## src/rtl/gate_prim_pkg.sv

```systemverilog
// Shared constants for the gate primitive bank: gate fan-ins, mux ways and select width.
package gate_prim_pkg;

  localparam int unsigned AND_FANIN = 4;
  localparam int unsigned OR_FANIN  = 8;
  localparam int unsigned MUX_WAYS  = 8;
  localparam int unsigned SEL_W     = 3;

endpackage

```

## src/rtl/gate_and4.sv

```systemverilog
// 1-bit 4-input AND leaf cell.
module gate_and4
  import gate_prim_pkg::*;
(
  input  logic [AND_FANIN-1:0] a_i,
  output logic                 y_o
);

  assign y_o = &a_i;

endmodule

```

## src/rtl/gate_inv.sv

```systemverilog
// 1-bit inverter leaf cell.
module gate_inv (
  input  logic a_i,
  output logic y_o
);

  assign y_o = ~a_i;

endmodule

```

## src/rtl/gate_mux8.sv

```systemverilog
// One-lane 8:1 sum-of-products mux built only from INV, AND4 and OR8 cells.
module gate_mux8
  import gate_prim_pkg::*;
(
  input  logic [MUX_WAYS-1:0] d_i,
  input  logic [SEL_W-1:0]    sel_i,
  output logic                y_o
);

  logic [SEL_W-1:0]    sel_n;
  logic [MUX_WAYS-1:0] term;

  for (genvar b = 0; b < SEL_W; b++) begin : g_sel_inv
    gate_inv u_inv (.a_i(sel_i[b]), .y_o(sel_n[b]));
  end

  // Term k ANDs its data bit with the true/complement select literals matching k's code.
  for (genvar k = 0; k < MUX_WAYS; k++) begin : g_term
    localparam logic [SEL_W-1:0] CODE = SEL_W'(k);
    logic [AND_FANIN-1:0] ops;
    assign ops = {CODE[2] ? sel_i[2] : sel_n[2],
                  CODE[1] ? sel_i[1] : sel_n[1],
                  CODE[0] ? sel_i[0] : sel_n[0],
                  d_i[k]};
    gate_and4 u_and (.a_i(ops), .y_o(term[k]));
  end

  gate_or8 u_or (.a_i(term), .y_o(y_o));

endmodule

```

## src/rtl/gate_or8.sv

```systemverilog
// 1-bit 8-input OR leaf cell.
module gate_or8
  import gate_prim_pkg::*;
(
  input  logic [OR_FANIN-1:0] a_i,
  output logic                y_o
);

  assign y_o = |a_i;

endmodule

```

## src/rtl/gate_prim_bank.sv

```systemverilog
// Registered bank of INV / AND4 / OR8 gates and a structural 8:1 mux, bitwise over WIDTH lanes.
module gate_prim_bank
  import gate_prim_pkg::*;
#(
  parameter int unsigned WIDTH = 1
) (
  input  logic                      clk,
  input  logic                      rst_n,
  input  logic                      en,
  input  logic [WIDTH-1:0]          inv_a,
  input  logic [AND_FANIN*WIDTH-1:0] and_in,
  input  logic [OR_FANIN*WIDTH-1:0]  or_in,
  input  logic [SEL_W-1:0]          mux_sel,
  input  logic [MUX_WAYS*WIDTH-1:0]  mux_in,
  output logic [WIDTH-1:0]          inv_y,
  output logic [WIDTH-1:0]          and_y,
  output logic [WIDTH-1:0]          or_y,
  output logic [WIDTH-1:0]          mux_y,
  output logic                      valid
);

  logic [WIDTH-1:0] inv_d, and_d, or_d, mux_d;
  logic [WIDTH-1:0] inv_q, and_q, or_q, mux_q;
  logic             valid_q;

  // Operand k of lane j lives at bit k*WIDTH+j; regroup per lane before feeding the cells.
  for (genvar j = 0; j < WIDTH; j++) begin : g_lane
    logic [AND_FANIN-1:0] and_bits;
    logic [OR_FANIN-1:0]  or_bits;
    logic [MUX_WAYS-1:0]  mux_bits;

    for (genvar k = 0; k < AND_FANIN; k++) begin : g_and_bits
      assign and_bits[k] = and_in[k*WIDTH+j];
    end
    for (genvar k = 0; k < OR_FANIN; k++) begin : g_or_bits
      assign or_bits[k] = or_in[k*WIDTH+j];
    end
    for (genvar k = 0; k < MUX_WAYS; k++) begin : g_mux_bits
      assign mux_bits[k] = mux_in[k*WIDTH+j];
    end

    gate_inv  u_inv (.a_i(inv_a[j]), .y_o(inv_d[j]));
    gate_and4 u_and (.a_i(and_bits), .y_o(and_d[j]));
    gate_or8  u_or  (.a_i(or_bits),  .y_o(or_d[j]));
    gate_mux8 u_mux (.d_i(mux_bits), .sel_i(mux_sel), .y_o(mux_d[j]));
  end

  always_ff @(posedge clk) begin
    if (!rst_n) begin
      inv_q   <= '0;
      and_q   <= '0;
      or_q    <= '0;
      mux_q   <= '0;
      valid_q <= 1'b0;
    end else if (en) begin
      inv_q   <= inv_d;
      and_q   <= and_d;
      or_q    <= or_d;
      mux_q   <= mux_d;
      valid_q <= 1'b1;
    end
  end

  assign inv_y = inv_q;
  assign and_y = and_q;
  assign or_y  = or_q;
  assign mux_y = mux_q;
  assign valid = valid_q;

endmodule

```

## config.mk

```make
export PLATFORM = sky130hd
export DESIGN_NAME = gate_prim_bank
export DESIGN_NICKNAME = d
export VERILOG_FILES = /design/src/rtl/gate_prim_pkg.sv /design/src/rtl/gate_and4.sv /design/src/rtl/gate_inv.sv /design/src/rtl/gate_mux8.sv /design/src/rtl/gate_or8.sv /design/src/rtl/gate_prim_bank.sv
export SDC_FILE = /design/constraint.sdc
export NUM_CORES = 1
export LEC_CHECK = 0
export CELL_PAD_IN_SITES_DETAIL_PLACEMENT = 2
export CELL_PAD_IN_SITES_GLOBAL_PLACEMENT = 2
export CORE_ASPECT_RATIO = 1.5
export CORE_UTILIZATION = 11
export CTS_CLUSTER_DIAMETER = 150
export DETAILED_ROUTE_END_ITERATION = 10
export PLACE_DENSITY = 0.78
export SETUP_SLACK_MARGIN = 0.3
export SLEW_MARGIN = 10
export SYNTH_ARGS = -nofsm -noshare
export SYNTH_HDL_FRONTEND = slang
export SYNTH_SLANG_ARGS = --single-unit
```

## constraint.sdc

```tcl
create_clock -name clk -period 1.7 [get_ports clk]
set_input_delay 0.34 -clock clk [delete_from_list [all_inputs] [get_ports clk]]
set_output_delay 0.34 -clock clk [all_outputs]
set_load 0.02 [all_outputs]
```

==> metrics, run 1 <==
status completed; first-pass GRT wire length 1.48 mm; clock buffer depth 2; Fmax achieved 810 MHz; synthesized area per cell 8.98 µm²; vias post-DR 376; Hold Crit Class reg2reg; crit path max-delay cell type dlygate4sd2_1; count of final setup violators 0; std cell rows 20; number of distinct library cells after synthesis 17; number of global-route vias before repair 384; min cycle time layout 1230 ps; CP max FO 2; RSZ-0062 raised after global routing false; vias per cell 4.37; Layout Cell Area excl Fill 616 µm²; peak supply drop 0.161 mV; H-tree depth 1; Slew HR 79.8%; syn nets 55; post-CTS setup buffer count 0; Req. time, crit path 1360 ps; TritonCTS buffer count 3; PD cells 604 nW/µm²; initial core utilization 12.0%; Residual DRC 0; # resized after CTS 6; pins over their slew limit 0; worst skew pair latency 240 ps; Least-Margin Pin Slew 301 ps; CTS clk-pin slew, worst paths 40 ps; FF-to-FF setup slack 1070 ps; Power Total 372 µW; sequential share of the synthesized area 39.8%; Fin. Hold Viols 0; antenna violations before repair 0; antenna cells 0; GRT Total Usage 8.76%; Synth Warn # 0; Min-Delay Startpoint inv_y$_SDFFE_PN0P_; clock sink count 5; clock root cell clkbuf_4; Initial DRC Count 3; Worst path top cell family by delay buffers and inverters; FF-to-FF Start or_y$_SDFFE_PN0P_; post-layout util 29.3%; WS Path Type reg2out; Worst Path Buf+Inv 1; Core Box Area 2100 µm²; type of element capturing the critical path output pin; Cells after Synth 28; grt total ovfl 0; Placement Cell Area 597 µm²; Tcrit/Tclk final 72.6%; Top Ports 32; drt total wl 968 µm; cts hold-fix bufs 0; drt first pass iters 2; die height 60.6 µm; Worst Hold Depth 1; critical path depth 1; leakage 0.000256 µW; clock skew 0 ps; CP Cell Sequence dlygate4sd2_1; antenna-violating nets left 0; Yosys reg bits 5; CTS tree built; area growth from synthesis to layout 145%; largest net degree at the start of global routing 6; MaxCap Viol Count 0; wire length per cell 11.3 µm; Crit path arrival time 890 ps; R2R depth 2; chip width 41.0 µm; Hold Path End inv_y$_SDFFE_PN0P_; final-layout fill cell count 255; PortBufs 31; type of origin of the critical path flip-flop; Final nets 92; Post-Syn Area 251 µm²; layout cells sized above 1 6.25%; slowest cell delay on critical path 330 ps; RePlAce Congestion 0.558; die area 2490 µm²; RR Endpoint or_y$_SDFFE_PN0P_
==> kinds of logic after synthesis <==
family / synth area share [%]
AOI/OAI and AO/OA: 23.9
muxes: 11.9
DFF: 39.8
buffers and inverters: 1.49
and+or+nand+nor: 22.9
==> routing by layer <==
metal	part of all wire (%)	global-route usage, %
met1	35	8.11
met2	52	16.1
met3	13	2.56
met4	0	4.29
met5	0	0
==> worst max path at each step <==
| stage | startpoint | endpoint | slack, ps |
|---|---|---|---|
| 3_3_place_gp | mux_sel[0] | mux_y$_SDFFE_PN0P_ | 50 |
| 6_report | or_y$_SDFFE_PN0P_ | or_y | 470 |
| 5_1_grt | en | mux_y$_SDFFE_PN0P_ | 390 |
| 2_1_floorplan | mux_sel[0] | mux_y$_SDFFE_PN0P_ | 740 |
| 4_1_cts | valid$_SDFFE_PN0P_ | valid | 450 |
| 3_5_place_dp | mux_sel[0] | mux_y$_SDFFE_PN0P_ | -30 |
==> power breakdown <==
| part | switching [µW] | internal [µW] |
|---|---|---|
| clock | 48.2 | 88.7 |
| sequential | 3.16 | 125 |
| combinational | 35.5 | 71.2 |
==> flip-flops by register name, summed over array words and instances, names as in the netlist <==
signal  cells
mux_y       1
or_y        1
and_y       1
inv_y       1
valid       1
==> placed cells by master, fill, tap and decap left out <==
master	Yosys	final
a211oi_1	1	1
a21oi_1	1	1
a31oi_1	1	1
buf_4	0	1
clkbuf_1	0	1
clkbuf_4	0	3
clkdlybuf4s50_1	0	25
dfxtp_1	5	5
dlygate4sd2_1	0	6
inv_1	1	1
mux2i_1	3	3
nand2_1	1	1
nand3b_1	1	1
nand4_1	2	2
nor2_1	2	2
nor2b_1	1	1
nor3b_1	1	1
nor4_1	2	2
o211a_1	1	1
o21a_1	1	1
o21ai_0	3	3
o311ai_1	1	1
==> stage by stage <==
| stage | cells | hold slack [ps] | setup TNS (ps) | setup WS (ps) |
|---|---|---|---|---|
| floorplan | 28 | 440 | 0 | 738 |
| global placement | 82 | 455 | 0 | 50.9 |
| detailed placement | 82 | 473 | -29.0 | -29.0 |
| CTS | 86 | 480 | 0 | 447 |
| global route | 86 | 508 | 0 | 386 |
| finish | 86 | 472 | 0 | 466 |
==> cells in the mapped netlist, drive strengths merged <==
library cell	n	area share, %
dfxtp	5	40
mux2i	3	12
o21ai	3	6.0
nand4	2	5.0
nor2	2	3.0
nor4	2	5.0
a211oi	1	3.0
a21oi	1	2.0
a31oi	1	2.5
inv	1	1.5
nand2	1	1.5
nand3b	1	3.0
nor2b	1	2.5
nor3b	1	3.0
o211a	1	4.0
o21a	1	3.0
o311ai	1	3.5
==> final cells by class <==
type	count	area [µm²]	area share, %
clock buffers	4	26.3	4.27
inverters	1	3.75	0.610
multi-input cells	22	148	24.0
flip-flops and latches	5	100	16.3
well taps	22	27.5	4.47
repair buffers	32	310	50.4
No activity file was read; power rests on OpenSTA's default activity.
==> run 2: changes to the inputs <==
--- a/config.mk
+++ b/config.mk
@@ -8,10 +8,10 @@
 export CELL_PAD_IN_SITES_DETAIL_PLACEMENT = 2
 export CELL_PAD_IN_SITES_GLOBAL_PLACEMENT = 2
 export CORE_ASPECT_RATIO = 1.5
-export CORE_UTILIZATION = 11
+export CORE_UTILIZATION = 10
 export CTS_CLUSTER_DIAMETER = 150
 export DETAILED_ROUTE_END_ITERATION = 10
-export PLACE_DENSITY = 0.78
+export PLACE_DENSITY = 0.72
 export SETUP_SLACK_MARGIN = 0.3
 export SLEW_MARGIN = 10
 export SYNTH_ARGS = -nofsm -noshare
==> constraint.sdc (replaced) <==
create_clock -name clk -period 1.2 [get_ports clk]
set_input_delay 0.24 -clock clk [delete_from_list [all_inputs] [get_ports clk]]
set_output_delay 0.24 -clock clk [all_outputs]
set_load 0.02 [all_outputs]
==> run 2 against run 1 <==
  * Sequential cell count stayed put
  * Setup slack got worse by 180 ps
  * Count of clock-buffer cells in the layout is the same
  * Critical path type unchanged
  * Largest power group unchanged
  * Highest routed layer unchanged
==> metrics, run 2 (synthesis gave the netlist of run 1 again) <==
largest net degree at the start of global routing 8; Tcrit/Tclk final 76.6%; clock root cell clkbuf_4; pins over their slew limit 0; commonest non-fill, non-tap cells in the layout 10 x dlygate4sd2_1, 6 x dlymetal6s2s_1, 6 x buf_6; Sequential cell area 106 µm²; status completed; crit path max-delay cell type dfxtp_2; cts hold-fix bufs 0; RSZ-0062 raised after global routing true; Top Ports 32; vias post-DR 368; vias per cell 4.23; CTS clk-pin slew, worst paths 50 ps; CP max FO 2; GRT Total Usage 7.45%; Req. time, crit path 960 ps; Fin. Hold Viols 0; antenna-violating nets left 0; MaxCap Viol Count 0; grt total ovfl 0; Slew HR 82.5%; chip width 42.9 µm; multi-input logic area 173 µm²; H-tree depth 1; TritonCTS buffer count 3; Core Box Area 2310 µm²; most common cell after layout, fill and taps aside dlygate4sd2_1; worst skew pair latency 240 ps; Fmax achieved 1090 MHz; min cycle time layout 919 ps; RePlAce Congestion 0.632; WS Path Type reg2out; slowest cell delay on critical path 320 ps; PD cells 806 nW/µm²; Worst path top cell family by delay flip-flops; Least-Margin Pin Slew 262 ps; area growth from synthesis to layout 161%; type of origin of the critical path flip-flop; first-pass GRT wire length 1.55 mm; post-layout util 28.4%; antenna violations before repair 0; antenna cells 0; worst setup margin 281 ps; layout cells sized above 1 32.8%; clock sink count 5; Final nets 92; peak supply drop 0.204 mV; std cell rows 21; wire length per cell 10.9 µm; PortBufs 31; final-layout fill cell count 277; count of final setup violators 0; number of global-route vias before repair 394; Crit path arrival time 680 ps; clock skew 0 ps; die area 2720 µm²; FF-to-FF Start or_y$_SDFFE_PN0P_; Setup TNS 0 ps; post-CTS setup buffer count 0; Min-Delay Startpoint mux_sel[1]; initial core utilization 10.9%; drt first pass iters 2; CP Cell Sequence buf_6; CTS tree built; Critical Path Start mux_y$_SDFFE_PN0P_; leakage 0.000327 µW; Worst Path Buf+Inv 1; Place WS -384 ps; Initial DRC Count 2; type of element capturing the critical path output pin; die height 63.4 µm; clock buffer depth 2; Residual DRC 0; drt total wl 947 µm; Hold Crit Class in2reg
==> run 2: per-layer routing <==
metal  up-vias  track usage [%]  wire length [µm]
li1        183                -                 -
met1       159             7.33               330
met2        26             13.4               500
met3         0             2.58               116
met4         0             3.41                 0
met5         -                0                 0
==> run 2: per-stage QoR <==
stage | total power (µW) | hold WS [ps] | area [µm²] | std cells
after floorplan | 223 | 340 | 251 | 28
after global placement | 342 | 452 | 598 | 83
after detailed placement | 345 | 457 | 598 | 83
after CTS | 538 | 422 | 623 | 87
after global routing | 567 | 370 | 656 | 87
final | 528 | 332 | 656 | 87
==> run 2: worst paths after layout <==
| check | endpoint | slack (ps) | cells past startpoint |
|---|---|---|---|
| setup / recovery | mux_y | 280 | 1 |
| hold / removal | mux_y$_SDFFE_PN0P_ | 330 | 3 |
| hold reg to reg | valid$_SDFFE_PN0P_ | 470 | 1 |
| setup reg to reg | or_y$_SDFFE_PN0P_ | 560 | 2 |
==> run 2: where the power goes <==
part	switching, µW	leakage, µW	internal (µW)
Combinational	55.1	0.000270	94.2
Sequential	6.61	0.0000429	179
Clock	67.4	0.0000150	126
==> run 2: what timing repair did <==
item                                    4_1_cts  5_1_grt
pin swaps                                     8        9
hold endpoints to repair                      0        0
endpoints found under the setup margin        9        8
resized for setup                            55       20
==> run 2: area by class of cell <==
| cell class | count | area share, % |
|---|---|---|
| clock buffers | 4 | 4.01 |
| flip-flops and latches | 5 | 16.2 |
| multi-input cells | 22 | 26.3 |
| inverters | 1 | 0.573 |
| repair buffers | 32 | 48.5 |
| well taps | 23 | 4.39 |
==> run 3: changes to the inputs <==
--- a/config.mk
+++ b/config.mk
@@ -11,7 +11,7 @@
 export CORE_UTILIZATION = 10
 export CTS_CLUSTER_DIAMETER = 150
 export DETAILED_ROUTE_END_ITERATION = 10
-export PLACE_DENSITY = 0.72
+export PLACE_DENSITY = 0.75
 export SETUP_SLACK_MARGIN = 0.3
 export SLEW_MARGIN = 10
 export SYNTH_ARGS = -nofsm -noshare
==> constraint.sdc (replaced) <==
create_clock -name clk -period 0.82 [get_ports clk]
set_input_delay 0.164 -clock clk [delete_from_list [all_inputs] [get_ports clk]]
set_output_delay 0.164 -clock clk [all_outputs]
set_load 0.02 [all_outputs]
==> run 3 against run 2 <==
  * The run now ends with negative setup slack left
  * Final cell count increased by 2.3%
  * Register-to-register slack lost 440 ps
  * Count of clock-buffer cells in the layout unchanged
  * Utilization up 0.81 points
  * Clock power grew 45%
  * Critical path depth unchanged
  * Cell area up 2.9%
  * Critical path type unchanged
  * Routed wire length rose by 11%
==> metrics, run 3 (synthesis gave the netlist of run 1 again) <==
antenna violations before repair 0; layout cells sized above 1 54.5%; CP max FO 2; WS Path Type reg2out; R2R depth 3; Worst Hold Depth 3; status complete, but fails checks; peak supply drop 0.244 mV; chip width 42.9 µm; Top Ports 32; worst skew pair latency 240 ps; leakage 0.000302 µW; slowest cell delay on critical path 340 ps; min cycle time layout 867 ps; initial core utilization 10.9%; crit path max-delay cell type dfxtp_4; RSZ-0062 raised after global routing true; MaxCap Viol Count 0; die area 2720 µm²; Hold Path End inv_y$_SDFFE_PN0P_; PD cells 1150 nW/µm²; pins over their slew limit 0; commonest non-fill, non-tap cells in the layout 9 x dlygate4sd2_1, 6 x buf_6, 5 x dfxtp_4, 5 x clkdlybuf4s15_1, 5 x buf_2; drt total wl 1.05 mm; TritonCTS buffer count 3; wire length per cell 11.8 µm; clock root cell clkbuf_4; Fin. Hold Viols 0; clock sink count 5; Slew HR 81.9%; clock buffer depth 2; Tcrit/Tclk final 106%; Residual DRC 0; Layout Cell Area excl Fill 674 µm²; Hold Crit Class in2reg; Worst Path Buf+Inv 1; H-tree depth 1; Req. time, crit path 660 ps; vias per cell 4.34; die height 63.4 µm; antenna cells 0; CTS clk-pin slew, worst paths 40 ps; most common cell after layout, fill and taps aside dlygate4sd2_1; CTS tree built; Core Box Area 2310 µm²; GRT Total Usage 9.32%; Fmax achieved 1150 MHz; cts hold-fix bufs 0; clock skew 0 ps; vias post-DR 386; drt first pass iters 2; PortBufs 31; RePlAce Congestion 0.669; area growth from synthesis to layout 168%; type of origin of the critical path flip-flop; count of final setup violators 5; Initial DRC Count 2; Placement Cell Area 657 µm²; worst setup margin -46.9 ps; post-DP HPWL 863 µm; std cell rows 21; total placed cells including tap cells 85; FF-to-FF setup slack 120 ps; FF-to-FF Start and_y$_SDFFE_PN0P_; Finished Layout Cells 89; Crit path arrival time 700 ps; type of element capturing the critical path output pin; number of global-route vias before repair 439; failing checks negative setup slack; grt total ovfl 0; largest net degree at the start of global routing 6; CP Cell Sequence buf_6; first-pass GRT wire length 1.84 mm; Final nets 94; antenna-violating nets left 0; Setup TNS -205 ps; RR Endpoint and_y$_SDFFE_PN0P_; Min-Delay Startpoint inv_a; Least-Margin Pin Slew 271 ps; Worst path top cell family by delay flip-flops
==> run 3: timing repair <==
| action | CTS | global route |
|---|---|---|
| gates resized for setup | 83 | 14 |
| pin swaps | 12 | 7 |
| hold endpoints to repair | 0 | 0 |
| buffers inserted | 0 | 0 |
| endpoints found under the setup margin | 10 | 10 |
==> run 3: stage by stage <==
step	setup WS, ps	utilization (%)	hold WS [ps]	power, µW
CTS	-55.7	29.1	241	791
finish	-46.9	29.2	193	775
global placement	-614	28.4	440	514
floorplan	60.3	-	262	326
detailed placement	-667	28.4	448	520
global route	-69.6	29.2	218	831
==> run 3: worst max path at each step <==
stage / slack [ps] / depth (start not counted) / from / endpoint
floorplan: 60 / 4 / mux_sel[0] / mux_y$_SDFFE_PN0P_
global placement: -610 / 5 / mux_sel[0] / mux_y$_SDFFE_PN0P_
detailed placement: -670 / 5 / mux_sel[0] / mux_y$_SDFFE_PN0P_
CTS: -60 / 1 / inv_y$_SDFFE_PN0P_ / inv_y
global route: -70 / 1 / and_y$_SDFFE_PN0P_ / and_y
finish: -50 / 1 / or_y$_SDFFE_PN0P_ / or_y
==> run 3: area by class of cell <==
class	instances	area, µm²
flip-flops and latches	5	119
fillers	274	1640
inverters	1	3.75
repair buffers	34	295
multi-input cells	22	201
well taps	23	28.8
clock buffers	4	26.3
==> run 3: per-layer routing <==
layer	track usage, %	share of wire [%]	wire length [µm]
met3	2.58	11	115
met5	0	0	0
met2	15.2	49	515
met4	7.95	1.4	15
met1	9.41	38	401
==> run 3: power breakdown <==
part / switching [µW] / total (µW) / leakage, µW / internal (µW)
Sequential: 10.4 / 264 / 0.0000445 / 254
Combinational: 95.0 / 231 / 0.000243 / 136
Clock: 96.2 / 280 / 0.0000150 / 184
